## src/rtl/frame_pack_tx.sv

```systemverilog
// frame_pack_tx: drains 32-bit words from an upstream FIFO and serializes them
// into a big-endian byte stream with SOF/EOF framing toward the MAC TX side.
// The frame length comes from a per-frame descriptor handshake (iLen/iLenVld).
// Optional build macro PAD_MIN_FRAME_EN: frames shorter than MIN_FRAME bytes
// are padded with 0x00 bytes up to MIN_FRAME bytes; otherwise they go as-is.
module frame_pack_tx #(
  parameter int DATA_WIDTH = 32,
  parameter int LEN_WIDTH  = 16,
  parameter int MIN_FRAME  = 60
) (
  input  logic                  iClk,
  input  logic                  iRst_n,
  input  logic [LEN_WIDTH-1:0]  iLen,
  input  logic                  iLenVld,
  output logic                  oLenRdy,
  output logic                  oLenErr,
  input  logic [DATA_WIDTH-1:0] iFifoData,
  input  logic                  iFifoEmpty,
  output logic                  oFifoREn,
  output logic [7:0]            oTxData,
  output logic                  oTxVld,
  output logic                  oTxSof,
  output logic                  oTxEof,
  input  logic                  iTxRdy,
  output logic                  oUnderrun,
  output logic                  oBusy
);

`ifdef PAD_MIN_FRAME_EN
  typedef enum logic [1:0] {S_IDLE, S_FETCH, S_SEND, S_PAD} state_t;
  localparam logic [LEN_WIDTH-1:0] MIN_LEN_M1 = LEN_WIDTH'(MIN_FRAME - 1);
`else
  typedef enum logic [1:0] {S_IDLE, S_FETCH, S_SEND} state_t;
`endif

  state_t                state_q, state_d;
  logic [LEN_WIDTH-1:0]  rem_q, rem_d;        // data bytes still to send
  logic [1:0]            idx_q, idx_d;        // byte index inside word_q
  logic [DATA_WIDTH-1:0] word_q, word_d;
  logic                  first_q, first_d;    // no byte of this frame sent yet
  logic                  waited_q, waited_d;  // underrun already flagged for this wait
  logic                  len_err_q, len_err_d;
  logic                  underrun_q, underrun_d;
  logic                  fifo_ren;
  logic                  last_byte;
  logic [7:0]            cur_byte;

`ifdef PAD_MIN_FRAME_EN
  logic [LEN_WIDTH-1:0]  cnt_q, cnt_d;        // bytes of this frame already sent
  logic                  pad_need;
  assign pad_need = (cnt_q < MIN_LEN_M1);
`else
  logic                  unused_min_frame;
  assign unused_min_frame = (MIN_FRAME > 0);
`endif

  assign last_byte = (rem_q == LEN_WIDTH'(1));

  // Select the current byte, most significant byte of the word first
  always_comb begin
    cur_byte = 8'h00;
    case (idx_q)
      2'd0: cur_byte = word_q[DATA_WIDTH-1  -: 8];
      2'd1: cur_byte = word_q[DATA_WIDTH-9  -: 8];
      2'd2: cur_byte = word_q[DATA_WIDTH-17 -: 8];
      2'd3: cur_byte = word_q[DATA_WIDTH-25 -: 8];
      default: cur_byte = 8'h00;
    endcase
  end

  // Next-state logic: descriptor accept, FIFO fetch, byte send and padding
  always_comb begin
    state_d    = state_q;
    rem_d      = rem_q;
    idx_d      = idx_q;
    word_d     = word_q;
    first_d    = first_q;
    waited_d   = waited_q;
    len_err_d  = 1'b0;
    underrun_d = 1'b0;
    fifo_ren   = 1'b0;
`ifdef PAD_MIN_FRAME_EN
    cnt_d      = cnt_q;
`endif
    case (state_q)
      S_IDLE: begin
        if (iLenVld) begin
          if (iLen == '0) begin
            len_err_d = 1'b1;
          end else begin
            rem_d    = iLen;
            first_d  = 1'b1;
            waited_d = 1'b0;
            state_d  = S_FETCH;
`ifdef PAD_MIN_FRAME_EN
            cnt_d    = '0;
`endif
          end
        end
      end
      S_FETCH: begin
        if (!iFifoEmpty) begin
          fifo_ren = 1'b1;
          word_d   = iFifoData;
          idx_d    = 2'd0;
          waited_d = 1'b0;
          state_d  = S_SEND;
        end else if (!first_q && !waited_q) begin
          // Mid-frame starvation: flag once per wait, not every cycle
          underrun_d = 1'b1;
          waited_d   = 1'b1;
        end
      end
      S_SEND: begin
        if (iTxRdy) begin
          rem_d   = rem_q - LEN_WIDTH'(1);
          idx_d   = idx_q + 2'd1;
          first_d = 1'b0;
`ifdef PAD_MIN_FRAME_EN
          cnt_d   = cnt_q + LEN_WIDTH'(1);
`endif
          if (last_byte) begin
            // Remaining bytes of the final word are dropped here
`ifdef PAD_MIN_FRAME_EN
            state_d = pad_need ? S_PAD : S_IDLE;
`else
            state_d = S_IDLE;
`endif
          end else if (idx_q == 2'd3) begin
            // Chain straight into the next word to keep 1 byte/cycle
            if (!iFifoEmpty) begin
              fifo_ren = 1'b1;
              word_d   = iFifoData;
            end else begin
              state_d  = S_FETCH;
            end
          end
        end
      end
`ifdef PAD_MIN_FRAME_EN
      S_PAD: begin
        if (iTxRdy) begin
          cnt_d = cnt_q + LEN_WIDTH'(1);
          if (cnt_q == MIN_LEN_M1) state_d = S_IDLE;
        end
      end
`endif
      default: state_d = S_IDLE;
    endcase
  end

  // State and datapath registers; reset truncates any frame in flight
  always_ff @(posedge iClk or negedge iRst_n) begin
    if (!iRst_n) begin
      state_q    <= S_IDLE;
      rem_q      <= '0;
      idx_q      <= 2'd0;
      word_q     <= '0;
      first_q    <= 1'b0;
      waited_q   <= 1'b0;
      len_err_q  <= 1'b0;
      underrun_q <= 1'b0;
`ifdef PAD_MIN_FRAME_EN
      cnt_q      <= '0;
`endif
    end else begin
      state_q    <= state_d;
      rem_q      <= rem_d;
      idx_q      <= idx_d;
      word_q     <= word_d;
      first_q    <= first_d;
      waited_q   <= waited_d;
      len_err_q  <= len_err_d;
      underrun_q <= underrun_d;
`ifdef PAD_MIN_FRAME_EN
      cnt_q      <= cnt_d;
`endif
    end
  end

  assign oLenRdy   = (state_q == S_IDLE);
  assign oLenErr   = len_err_q;
  assign oUnderrun = underrun_q;
  assign oBusy     = (state_q != S_IDLE);
  assign oFifoREn  = fifo_ren;
  assign oTxSof    = (state_q == S_SEND) && first_q;
  assign oTxData   = (state_q == S_SEND) ? cur_byte : 8'h00;
`ifdef PAD_MIN_FRAME_EN
  assign oTxVld    = (state_q == S_SEND) || (state_q == S_PAD);
  assign oTxEof    = ((state_q == S_SEND) && last_byte && !pad_need) ||
                     ((state_q == S_PAD) && (cnt_q == MIN_LEN_M1));
`else
  assign oTxVld    = (state_q == S_SEND);
  assign oTxEof    = (state_q == S_SEND) && last_byte;
`endif

endmodule
```

## config.mk

```make
export PLATFORM = sky130hd
export DESIGN_NAME = frame_pack_tx
export DESIGN_NICKNAME = d
export VERILOG_FILES = /design/src/rtl/frame_pack_tx.sv
export SDC_FILE = /design/constraint.sdc
export NUM_CORES = 1
export LEC_CHECK = 0
export CAP_MARGIN = 10
export CORE_ASPECT_RATIO = 0.9
export CORE_UTILIZATION = 46
export DETAILED_ROUTE_END_ITERATION = 8
export PLACE_DENSITY = 0.77
export RECOVER_POWER = 50
export SLEW_MARGIN = 20
export SYNTH_ARGS = -nofsm -noshare
export SYNTH_HDL_FRONTEND = slang
export SYNTH_SLANG_ARGS = --single-unit
```

## constraint.sdc

```tcl
create_clock -name iClk -period 2.2 [get_ports iClk]
set_input_delay 0.44 -clock iClk [delete_from_list [all_inputs] [get_ports iClk]]
set_output_delay 0.44 -clock iClk [all_outputs]
set_load 0.01 [all_outputs]
```

==> impl_results.md, run 1 <==
- Final Instance Area: 4830 um^2
- Worst-Margin Slew: 1.40 ns
- Die ar.: 7040 um^2
- Worst setup path startpoint: idx_q[0]$_DFFE_PN0P_
- CP Capture Type: output port
- Fraction of the cycle the final worst path needs: 114%
- Initial DRT Pass Iterations: 5
- Cell Area, Synth: 3090 um^2
- Synth top area cells: dfrtp_1 (45%), mux2_2 (12%), ha_1 (4.5%)
- CTS sink count: 56
- Largest net degree at the start of global routing: 57
- Ys Warns: 0
- Post-DP HPWL: 6070 um
- Worst skew pair latency: 0.33 ns
- Yosys top cell by area: dfrtp_1
- Post-synth EDFFs: 0
- Hold path startpoint: waited_q$_DFFE_PN0P_
- Detailed-route via count: 3240
- CTS Hold Buffers Added: 0
- Die H: 79.7 um
- Num rows: 27
- RSZ-0062 raised after global routing: yes
- Final WL: 10700 um
- Final-report max-slew violation count: 0
- # DRC: 0
- # H-tree levels: 2
- Global-route wire length before repair: 14400 um
- GRT Util Overall: 26.9%
- Most used standard cell by instance count after synthesis: dfrtp_1
- Fin. Hold Viols: 0
- Syn nets: 366
- Startpoint types: flop
- Fin nets: 506
- Pwr dens: 1300 nW/um^2
- IO Port Bufs: 68
- CP Data Required Time: 1.76 ns
- Gate Count Post-Synth: 302
- CTS buffer count: 5
- Fraction of registers with async set/reset: 100%
- Share of cells above drive strength 1: 39.5%
- Reg2Reg Launch Point: rem_q[1]$_DFFE_PN0P_
- Reg clk slew, reported paths: 0.11 ns
- Failing checks: negative setup slack
- Setup CP Type: flop to output port
- Core area: 6280 um^2
- Relative slew slack: 6.39%
- Final setup fails: 34
- Width of the chip: 88.3 um
- Share of the yosys chip area belonging to registers: 45.4%
- Distinct cell type count after synthesis: 50
- Initial antenna violation count: 0
- Root Buffer: clkbuf_8
- Worst vdd ir: 0.522 mV
- Ports: 69
- Setup ws final: -0.300 ns
- Outcome: finished, violations left
- Wirelength per Cell: 20.2 um
- RD Place Congestion: 0.890
- Routed Antenna Nets: 0
- Synthesis-stage register bit count: 56
- Vias in the first global route: 3013
- Area Overhead vs Synth: 56.6%
- N_diodes: 0
- Iteration-0 DRC Markers: 316
- Placed Instance Area: 4280 um^2
- Ys flop type: dfrtp_1
- Via/cell ratio: 6.11
- Starting Density: 49.1%
- Final min period: 2.50 ns
- CTS tree: yes
- Skew final: 0.0157 ns
- Setup TNS: -2.91 ns
- Max Cap Viol: 0
- Gr ovfl total: 0
- CP max FO: 5
- Fmax: 0.400 GHz
- Clock Path Buffers: 2
- Worst Path Arrival: 2.06 ns
- Avg Inst Size Synth: 10.2 um^2
- Worst Hold Class: flop to flop
- Synth top area share: 45.4%
- Static leakage: 0.00213 uW
- Top cells by count, synth: dfrtp_1 (56), mux2_2 (32), nor2_1 (28), nand2_1 (23), a21oi_1 (20)
-- power by group --
part / switching [uW] / internal, uW
Clock: 364 / 228
Sequential: 432 / 1540
Combinational: 1760 / 1970
-- through the flow --
| step | worst slack, ns | utilization, % | instances | power [uW] | hold slack (ns) |
|---|---|---|---|---|---|
| 2_1_floorplan | -0.0140 | - | 302 | 3550 | 0.144 |
| 3_3_place_gp | -0.469 | 68.1 | 498 | 4630 | 0.446 |
| 3_5_place_dp | -0.527 | 68.1 | 498 | 4740 | 0.478 |
| 4_1_cts | -0.197 | 72.1 | 521 | 5540 | 0.289 |
| 5_1_grt | -0.407 | 76.9 | 530 | 6610 | 0.531 |
| 6_report | -0.300 | 76.9 | 530 | 6290 | 0.499 |
-- layer usage --
layer	wire [um]	global-route usage [%]	vias to the layer above
met1	4430	35.4	1622
met2	5280	45.5	177
li1	-	-	1402
met3	636	3.21	39
met4	378	9.19	0
met5	0	0	-
-- final cells by class --
| type | instances | area (um^2) |
|---|---|---|
| Fill cell | 396 | 1450 |
| Tap cell | 87 | 109 |
| Sequential cell | 56 | 1400 |
| Clock inverter | 2 | 16.3 |
| Multi-Input combinational cell | 215 | 1840 |
| Inverter | 13 | 53.8 |
| Clock buffer | 6 | 72.6 |
| Timing Repair Buffer | 151 | 1340 |
-- what timing repair did --
item	4_1_cts	5_1_grt
buffers inserted	15	7
endpoints found under the setup margin	32	55
cloned	0	3
resized for setup	81	56
pin swaps	24	22
-- cells by family after synthesis --
group / Yosys count / synth area share [%]
AO/OA/AOI/OAI: 79 / 18.3
adder cells (fa/ha/maj): 11 / 4.46
multiplexers: 34 / 12.5
AND/OR/NAND/NOR: 91 / 15.2
buffers and inverters: 31 / 4.17
flip-flops: 56 / 45.4
-- critical path, cell delays in order, from the launching register on --
cell      delay (ns)
dfrtp_2         0.47
ha_4            0.21
buf_6           0.12
a222oi_1        0.40
buf_4           0.21
nor2_4          0.03
a21oi_2         0.10
nor2_1          0.05
buf_2           0.13
-- placed cells by master (no fill, tap or decap), drive strengths merged, types with 10 or more instances in the layout --
cell type,netlist,routed
buf,9,94
dfrtp,56,56
clkdlybuf4s50,0,50
mux2,33,33
nor2,29,29
nand2,23,23
a21oi,20,20
o21ai,12,12
inv,12,12
ha,11,11
a31oi,10,10
-- state kept, by name (all words and copies together) (netlist names) --
name / flops
rem_q: 16
waited_q: 1
oLenErr: 1
first_q: 1
state_q: 2
oUnderrun: 1
idx_q: 2
word_q: 32
-- final timing paths --
| kind | end | slack [ns] | cells after the start |
|---|---|---|---|
| setup / recovery | oTxData[1] | -0.30 | 8 |
| min in group asynchronous | rem_q[9]$_DFFE_PN0P_ | 0.52 | 2 |
| setup reg to reg | word_q[0]$_DFFE_PN0P_ | -0.07 | 9 |
| max in group asynchronous | idx_q[1]$_DFFE_PN0P_ | 0.75 | 2 |
| hold / removal | oUnderrun$_DFF_PN0_ | 0.50 | 1 |
| hold reg to reg | oUnderrun$_DFF_PN0_ | 0.50 | 1 |
Power figures use the tool's default switching activity.
==> run 2, diff against run 1 <==
--- a/config.mk
+++ b/config.mk
@@ -11,6 +11,7 @@
 export DETAILED_ROUTE_END_ITERATION = 8
 export PLACE_DENSITY = 0.77
 export RECOVER_POWER = 50
+export SKIP_CTS_REPAIR_TIMING = 1
 export SLEW_MARGIN = 20
 export SYNTH_ARGS = -nofsm -noshare
 export SYNTH_HDL_FRONTEND = slang
==> impl_results.md, run 2 (synthesis gave the netlist of run 1 again) <==
- Wirelength per Cell: 16.7 um (-18%)
- Die H: 79.7 um (unchanged)
- Reg2reg end: word_q[0]$_DFFE_PN0P_
- # DRC: 0 (unchanged)
- Worst Path Arrival: 2.01 ns (-0.05 ns)
- Worst-Margin Slew: 1.41 ns (+0.00400 ns)
- Biggest regs: word_q (32), rem_q (16)
- CTS buffer count: 5 (unchanged)
- Reg2Reg Launch Point: rem_q[0]$_DFFE_PN0P_
- Worst skew pair latency: 0.31 ns (-0.02 ns)
- Initial antenna violation count: 0 (unchanged)
- Slowest-stage cell, CP: dfrtp_2
- Hold endpoint: oUnderrun$_DFF_PN0_
- Pwr dens: 1240 nW/um^2 (-5.0%)
- Routed Antenna Nets: 0 (unchanged)
- Worst vdd ir: 0.473 mV (-9.4%)
- Share of cells above drive strength 1: 35.2% (-4.3 points)
- Vias in the first global route: 2838 (-5.8%)
- Met1 Use GR: 34.9% (-0.51 points)
- Detailed-route via count: 2929 (-9.6%)
- Reg clk slew, reported paths: 0.10 ns (about the same)
- Initial DRT Pass Iterations: 6 (+1)
- Global-route wire length before repair: 13700 um (-5.3%)
- Clock Path Buffers: 2 (unchanged)
- Highest cell delay on the worst timing path: 0.49 ns (+0.02 ns)
- Post-DP HPWL: 6070 um (unchanged)
- Setup CP Type: flop to output port
- Startpoint types: flop
- Fin nets: 489 (-3.4%)
- # H-tree levels: 2 (unchanged)
- Setup ws final: -0.249 ns (+0.0512 ns)
- Width of the chip: 88.3 um (unchanged)
- Worst path most repeated cell: nor2_1
- Iteration-0 DRC Markers: 203 (-36%)
- Core area: 6280 um^2 (unchanged)
- Final WL: 8560 um (-20%)
- GRT Util Overall: 25.2% (-1.7 points)
- Worst Hold Class: flop to flop
- Relative slew slack: 6.12% (-0.27 points)
- M2 GR Usage: 41.0% (-4.5 points)
- Outcome: finished, violations left
- Worst hold path stage count: 1 (unchanged)
- Root Buffer: clkbuf_8
- Worst setup path startpoint: idx_q[0]$_DFFE_PN0P_
- Fin. Hold Viols: 0 (unchanged)
- CTS sink count: 56 (unchanged)
- Final min period: 2.45 ns (-0.0512 ns)
- Hold path startpoint: waited_q$_DFFE_PN0P_
- CP Data Required Time: 1.76 ns (about the same)
- Max FFs per register: 32 (unchanged)
- Largest net degree at the start of global routing: 57 (unchanged)
- Max Cap Viol: 0 (unchanged)
- Final setup fails: 10 (-71%)
- CP Cell Sequence: ha_4 > buf_6 > a222oi_1 > nor2_1 > a21oi_1 > nor2_1 > buf_2
- Fraction of the cycle the final worst path needs: 111% (-2.3 points)
- CP Capture Type: output port
- Setup Slack @ Placement: -0.527 ns (unchanged)
- Fmax: 0.408 GHz (+2.1%)
- Placed Instance Area: 4280 um^2 (unchanged)
- CTS tree: yes
- GR Util met3: 3.00% (-0.21 points)
- RSZ-0062 raised after global routing: yes
- Most frequent cells in the layout: buf_4 (60), dfrtp_1 (53), clkdlybuf4s50_1 (51), mux2_2 (32), nor2_1 (26)
- Biggest register: word_q
- N_diodes: 0 (unchanged)
- Grt peak-use layer: met2
- Starting Density: 49.1% (unchanged)
- RD Place Congestion: 0.890 (unchanged)
- Ports: 69 (unchanged)
- Path depth of the worst reg2reg path: 8 (-1)
- Area Overhead vs Synth: 45.2%
- Most common cell after layout, fill and taps aside: buf_4
- Flop-to-flop setup slack: 0.02 ns (+0.09 ns)
- Via/cell ratio: 5.71 (-6.6%)
- Num rows: 27 (unchanged)
- Failing checks: negative setup slack
- Static leakage: 0.00190 uW (-11%)
- Die ar.: 7040 um^2 (unchanged)
- Gr ovfl total: 0 (unchanged)
- Final-report max-slew violation count: 0 (unchanged)
- Skew final: 0.00415 ns (-0.0116 ns)
- CP max FO: 6 (+1)
- Final Instance Area: 4480 um^2 (-7.3%)
- IO Port Bufs: 68 (unchanged)
==> run 2: cell types whose count changed in the layout (fill, tap and decap cells not counted), moves of 2 or more <==
cell,change
mux2_2,+32
mux2_4,-32
buf_2,-10
buf_4,-10
clkbuf_2,+9
buf_6,-3
a21oi_1,+2
clkbuf_16,-2
nor2_1,+2
nor3b_1,+2
nor3b_2,-2
==> run 2: how the worst max path moves through the flow <==
| stage | endpoint | cells after the start |
|---|---|---|
| 2_1_floorplan | state_q[1]$_DFFE_PN0P_ | 5 |
| 3_3_place_gp | state_q[1]$_DFFE_PN0P_ | 6 |
| 3_5_place_dp | state_q[1]$_DFFE_PN0P_ | 6 |
| 4_1_cts | oTxData[1] | 7 |
| 5_1_grt | oTxData[7] | 7 |
| 6_report | oTxData[7] | 7 |
==> run 2: area by class of cell <==
cell class / count / area [um^2]
Clock buffer: 6 / 72.6
Clock inverter: 2 / 16.3
Fill cell: 480 / 1800
Inverter: 13 / 52.6
Multi-Input combinational cell: 215 / 1680
Sequential cell: 56 / 1410
Tap cell: 87 / 109
Timing Repair Buffer: 134 / 1150
==> run 2: routing by layer <==
layer / part of all wire [%] / up-vias
li1: - / 1372
met1: 45 / 1437
met2: 49 / 107
met3: 4.6 / 13
met4: 1.7 / 0
met5: 0 / -
==> run 2: report_power, final <==
group          total (uW)  internal [uW]  switching, uW
clock network         571            228            343
registers            1910           1540            370
logic                3070           1570           1490
==> run 2: critical path: cells and delay by family, from the launching register on <==
kind | cells | cell delay [ns]
simple gates | 2 | 0.16
flops | 1 | 0.49
fa+ha+maj | 1 | 0.22
compound gates | 2 | 0.57
buf+inv | 2 | 0.26
==> run 2: through the flow <==
step	utilization, %	power, uW	hold slack, ns	TNS, ns	std cells
final	71.3	5540	0.493	-1.09	513
after global routing	71.3	5930	0.520	-2.60	513
after CTS	69.5	5320	0.289	-8.25	506
after detailed placement	68.1	4740	0.478	-10.84	498
after global placement	68.1	4630	0.446	-9.15	498
after floorplan	-	3550	0.144	-0.0140	302
==> run 3, diff against run 2 <==
--- a/config.mk
+++ b/config.mk
@@ -6,7 +6,7 @@
 export NUM_CORES = 1
 export LEC_CHECK = 0
 export CAP_MARGIN = 10
-export CORE_ASPECT_RATIO = 0.9
+export CORE_MARGIN = 3
 export CORE_UTILIZATION = 46
 export DETAILED_ROUTE_END_ITERATION = 8
 export PLACE_DENSITY = 0.77
==> impl_results.md, run 3 (synthesis gave the netlist of run 1 again) <==
- Clock Path Buffers: 2 (unchanged)
- Global-route wire length before repair: 13900 um (+1.5%)
- Worst Path Arrival: 1.97 ns (-0.04 ns)
- # DRC: 0 (unchanged)
- CTS buffer count: 5 (unchanged)
- Most common cell after layout, fill and taps aside: buf_4
- Via/cell ratio: 6.05 (+5.9%)
- Largest net degree at the start of global routing: 57 (unchanged)
- Final-report max-slew violation count: 0 (unchanged)
- CP Data Required Time: 1.76 ns (about the same)
- N_diodes: 0 (unchanged)
- Biggest register: word_q
- Fin nets: 501 (+2.5%)
- Fmax: 0.415 GHz (+1.8%)
- Starting Density: 48.1% (-1.1 points)
- Reg2Reg Launch Point: rem_q[5]$_DFFE_PN0P_
- Die ar.: 7730 um^2 (+9.8%)
- Final Util: 74.3% (+2.9 points)
- Vias in the first global route: 2873 (+1.2%)
- Startpoint types: flop
- Iteration-0 DRC Markers: 372 (+83%)
- Fin. Hold Viols: 0 (unchanged)
- Worst hold path stage count: 1 (unchanged)
- Final std cells w/o fill: 515 (+0.39%)
- Worst-Margin Slew: 1.38 ns (-0.0251 ns)
- Worst setup path startpoint: idx_q[1]$_DFFE_PN0P_
- Initial antenna violation count: 0 (unchanged)
- Skew final: 0.0134 ns (+0.00924 ns)
- Outcome: finished, violations left
- Root Buffer: clkbuf_8
- Ports: 69 (unchanged)
- Failing checks: negative setup slack
- Initial DRT Pass Iterations: 5 (-1)
- RD Place Congestion: 0.916 (+2.9%)
- CTS tree: yes
- Final min period: 2.41 ns (-0.0425 ns)
- Relative slew slack: 7.80% (+1.7 points)
- Setup CP Type: flop to output port
- Width of the chip: 87.9 um (-0.49%)
- Max Cap Viol: 0 (unchanged)
- RSZ-0062 raised after global routing: yes
- Flop-to-flop setup slack: -0.14 ns (-0.16 ns)
- Share of cells above drive strength 1: 36.8% (+1.5 points)
- Worst skew pair latency: 0.33 ns (+0.02 ns)
- Final setup fails: 42 (+32)
- Hold path startpoint: waited_q$_DFFE_PN0P_
- CTS sink count: 56 (unchanged)
- Worst Hold Class: flop to flop
- Setup ws final: -0.207 ns (+0.0425 ns)
- CP Capture Type: output port
- Biggest regs: word_q (32), rem_q (16)
- Cells after DPL: 496 (-0.40%)
- Core area: 6420 um^2 (+2.2%)
- Fraction of the cycle the final worst path needs: 109% (-1.9 points)
- # H-tree levels: 2 (unchanged)
- Max FFs per register: 32 (unchanged)
- Final WL: 10100 um (+18%)
- Gr ovfl total: 0 (unchanged)
- Detailed-route via count: 3114 (+6.3%)
- Path depth of the worst reg2reg path: 9 (+1)
- Static leakage: 0.00213 uW (+12%)
- Worst vdd ir: 0.640 mV (+35%)
- Post-DP HPWL: 6530 um (+7.7%)
- GRT Util Overall: 23.0% (-2.2 points)
- Pwr dens: 1280 nW/um^2 (+3.4%)
- Num rows: 29 (+7.4%)
- Die H: 87.9 um (+10%)
- Wirelength per Cell: 19.6 um (+18%)
- Setup Slack @ Placement: -0.527 ns (+0.0000730 ns)
- CP max FO: 8 (+2)
- Tot Pwr: 6100 uW (+10%)
- Reg clk slew, reported paths: 0.12 ns (+0.02 ns)
- Routed Antenna Nets: 0 (unchanged)
- IO Port Bufs: 68 (unchanged)
- Setup TNS: -5.28 ns (-4.19 ns)
- Most frequent cells in the layout: buf_4 (68), dfrtp_1 (54), clkdlybuf4s50_1 (49), mux2_4 (29), nor2_1 (27)
- Area Overhead vs Synth: 54.5%
==> run 3: cell count changes in the layout (fill, tap and decap cells not counted), sizes merged <==
cell           previous run  this run
buf                      69        78
dlymetal6s2s              3         8
inv                      12        15
clkdlybuf4s50            51        49
clkbuf                   17        16
clkinv                    1         0
clkinvlp                  2         1
==> run 3: area by class of cell <==
cell class	count	area, um^2
multi-input combinational	215	1790
inverter	13	52.6
clock inverter	3	28.8
tap	77	96.3
clock buffer	5	68.8
sequential	56	1400
timing repair buffer	146	1330
fill	425	1650
==> run 3: layer usage <==
metal	routed length (um)	global-route usage (%)	vias to the layer above
li1	-	-	1399
met1	4270	32.1	1562
met2	5060	37.1	133
met3	551	4.14	20
met4	212	6.00	0
met5	0	0	-
==> run 3: worst paths after layout <==
kind / endpoint
worst max-delay path: oTxData[1]
worst min-delay path: oUnderrun$_DFF_PN0_
worst max register to register: word_q[1]$_DFFE_PN0P_
worst min register to register: oUnderrun$_DFF_PN0_
max in group asynchronous: idx_q[0]$_DFFE_PN0P_
min in group asynchronous: word_q[24]$_DFFE_PN0P_
==> run 3: critical path: stages (launching register included) <==
cell and delay [ns]:
dfrtp_2 0.48, ha_4 0.22, a222oi_1 0.42, buf_4 0.19, nor2_1 0.04, a21oi_1 0.11, nor2_1 0.05, clkbuf_2 0.13
==> run 3: metrics by stage <==
step	hold WS, ns	cell area [um^2]
after floorplan	0.144	3100
after global placement	0.449	4340
after detailed placement	0.462	4340
after CTS	0.108	4430
after global routing	0.508	4770
final	0.478	4770
==> run 3: report_power, final <==
part	switching, uW	leakage [uW]	internal [uW]
Clock	386	0.0000511	242
Sequential	404	0.000663	1540
Combinational	1650	0.00142	1880
Total	2440	0.00213	3660
==> patch, RTL diff (flow settings as in run 1) <==
Re-encode `state_t` (3 states) as one-hot, 3 bits wide.
--- a/src/rtl/frame_pack_tx.sv
+++ b/src/rtl/frame_pack_tx.sv
@@ -30,7 +30,7 @@
   typedef enum logic [1:0] {S_IDLE, S_FETCH, S_SEND, S_PAD} state_t;
   localparam logic [LEN_WIDTH-1:0] MIN_LEN_M1 = LEN_WIDTH'(MIN_FRAME - 1);
 `else
-  typedef enum logic [1:0] {S_IDLE, S_FETCH, S_SEND} state_t;
+  typedef enum logic [2:0] {S_IDLE = 3'b001, S_FETCH = 3'b010, S_SEND = 3'b100} state_t;
 `endif
 
   state_t                state_q, state_d;
Behaviour: same outputs for any inputs over 4 cycles, from zero or initial values and one cycle with iRst_n low; so few cycles prove little.
==> patch against run 1 <==
Maximum frequency fell by 3.0%; clock skew decreased by 0.0049 ns; final cell count increased by 0.75%; power fell by 3.5%; core utilization shrank 3.7 points; area after synthesis rose by 6.4%; cell area up 1.8%; global-route usage increased by 1.3 points; the flow still finishes with violations (negative setup slack); sequential cell count rose by 1; wire length increased by 0.62%; setup slack lost 0.076 ns.
==> patch: results (changes against run 1) <==
- Ranked by instance count, the synthesized netlist is headed by dfrtp_1 (56), mux2_4 (29), nor2_1 (28), a21oi_1 (17), inv_1 (14).
- The post-layout worst setup margin is -0.377 ns (-0.0762 ns).
- The met1 global-route usage is 0.368 (+0.0133).
- The number of global-route vias before repair is 3095 (+2.7%).
- The met3 capacity usage during global routing is 0.0687 (+0.0366).
- The number of nets in the layout is 498 (-1.6%).
- The clock edge transition at the registers on the reported setup and hold paths is 0.07 ns (-0.04 ns).
- The wire length after detailed routing is 10.8 mm (+0.62%).
- The worst IR drop on VDD is 627 uV (+20%).
- The share of the yosys chip area belonging to registers is 0.435 (-0.0193).
- The pin count of the biggest net entering global routing is 58 (+1.8%).
- The checks that failed: negative setup slack.
- The clock insertion delay at the later pin of the skew report came to 0.35 ns (+0.02 ns).
- The number of nets produced by synthesis came to 365 (-0.27%).
- The DRC marker count from the first detailed-route iteration is 375 (+19%).
- The share of layout cells above drive strength 1 came to 0.378 (-0.0167).
- The overall fraction of global-route tracks in use is 0.282 (+0.0129).
- The count of unique library cells instantiated by Yosys is 55 (+10%).
- The maximum net fanout on the critical path is 8 (+3).
- The count of final setup violators is 42 (+24%).
- The weighted congestion at the end of routability-driven global placement came to 0.916 (+2.9%).
- After synthesis, the cell types taking the most area are dfrtp_1 (43%), mux2_4 (13%), nor2_1 (3.2%).
- The run finished, with violations left.
- The worst-case clock skew is 0.0108 ns (-0.00492 ns).
- The static leakage power is 2.13 nW (about the same).
- The HPWL after detailed placement came to 6.78 mm (+12%).
==> patch: cell types whose count changed after synthesis, moves of 5 or more <==
cell	change
o2bb2ai_1	+5
ha_1	-5
mux2_4	+28
a221oi_1	+5
mux2_2	-28
a31oi_1	-5
o32ai_1	-5
nand2_1	-18
==> patch: final timing paths <==
check / startpoint / endpoint / slack (ns) / depth (start not counted)
worst max-delay path: idx_q[0] / oTxData[7] / -0.38 / 8
worst min-delay path: first_q / oUnderrun / 0.47 / 1
worst max register to register: idx_q[0] / word_q[1] / -0.09 / 9
worst min register to register: first_q / oUnderrun / 0.47 / 1
max in group asynchronous: iRst_n / word_q[10] / 0.84 / 2
min in group asynchronous: iRst_n / rem_q[7] / 0.49 / 2
==> patch: cells by family (layout without fill, tap and decap cells) <==
kind of cell / after synthesis / in the layout / share of synthesized area
fa+ha+maj: 6 / 6 / 0.0229
flops: 57 / 57 / 0.435
simple gates: 86 / 86 / 0.149
mux: 34 / 34 / 0.149
compound gates: 83 / 83 / 0.189
buf+inv: 40 / 178 / 0.0552
==> patch: cell type report <==
type	instances	area (um2)
Fill cell	469	1800
Multi-Input combinational cell	209	1760
Sequential cell	57	1430
Timing Repair Buffer	147	1340
Clock buffer	11	151
Tap cell	90	113
Clock inverter	5	77.6
Inverter	15	56.3
==> patch: worst max-delay path: stages (launching register included) <==
cell and delay [ns]:
dfrtp_1 0.45, ha_2 0.23, buf_6 0.14, buf_4 0.12, a222oi_1 0.44, nor2_1 0.09
a21oi_1 0.13, nor2_1 0.05, buf_2 0.13
==> patch: stage by stage <==
| stage | std cells | utilization | cell area [um2] | hold slack (ns) |
|---|---|---|---|---|
| after detailed placement | 505 | 0.666 | 4480 | 0.460 |
| after floorplan | 306 | - | 3280 | 0.144 |
| after global placement | 505 | 0.666 | 4480 | 0.447 |
| after CTS | 528 | 0.713 | 4800 | 0.257 |
| final | 534 | 0.732 | 4920 | 0.469 |
| after global routing | 534 | 0.732 | 4920 | 0.497 |
==> patch: report_power, final <==
group          switching [mW]  total [mW]  internal [mW]
clock                   0.437        1.13          0.695
combinational            1.35        2.98           1.63
sequential              0.408        1.96           1.55
==> patch: per-layer routing <==
metal | part of all wire | wire [um] | vias up
met2 | 0.48 | 5160 | 180
met4 | 0.030 | 325 | 0
li1 | - | - | 1445
met5 | 0 | 0 | -
met3 | 0.064 | 686 | 35
met1 | 0.43 | 4620 | 1602
==> patch: timing repair <==
item                                    CTS  global route
pin swaps                                17            10
gates cloned                              1             2
endpoints found under the setup margin   39            46
gates resized for setup                  63            16
buffers inserted                          6             5
hold buffers                              0             0
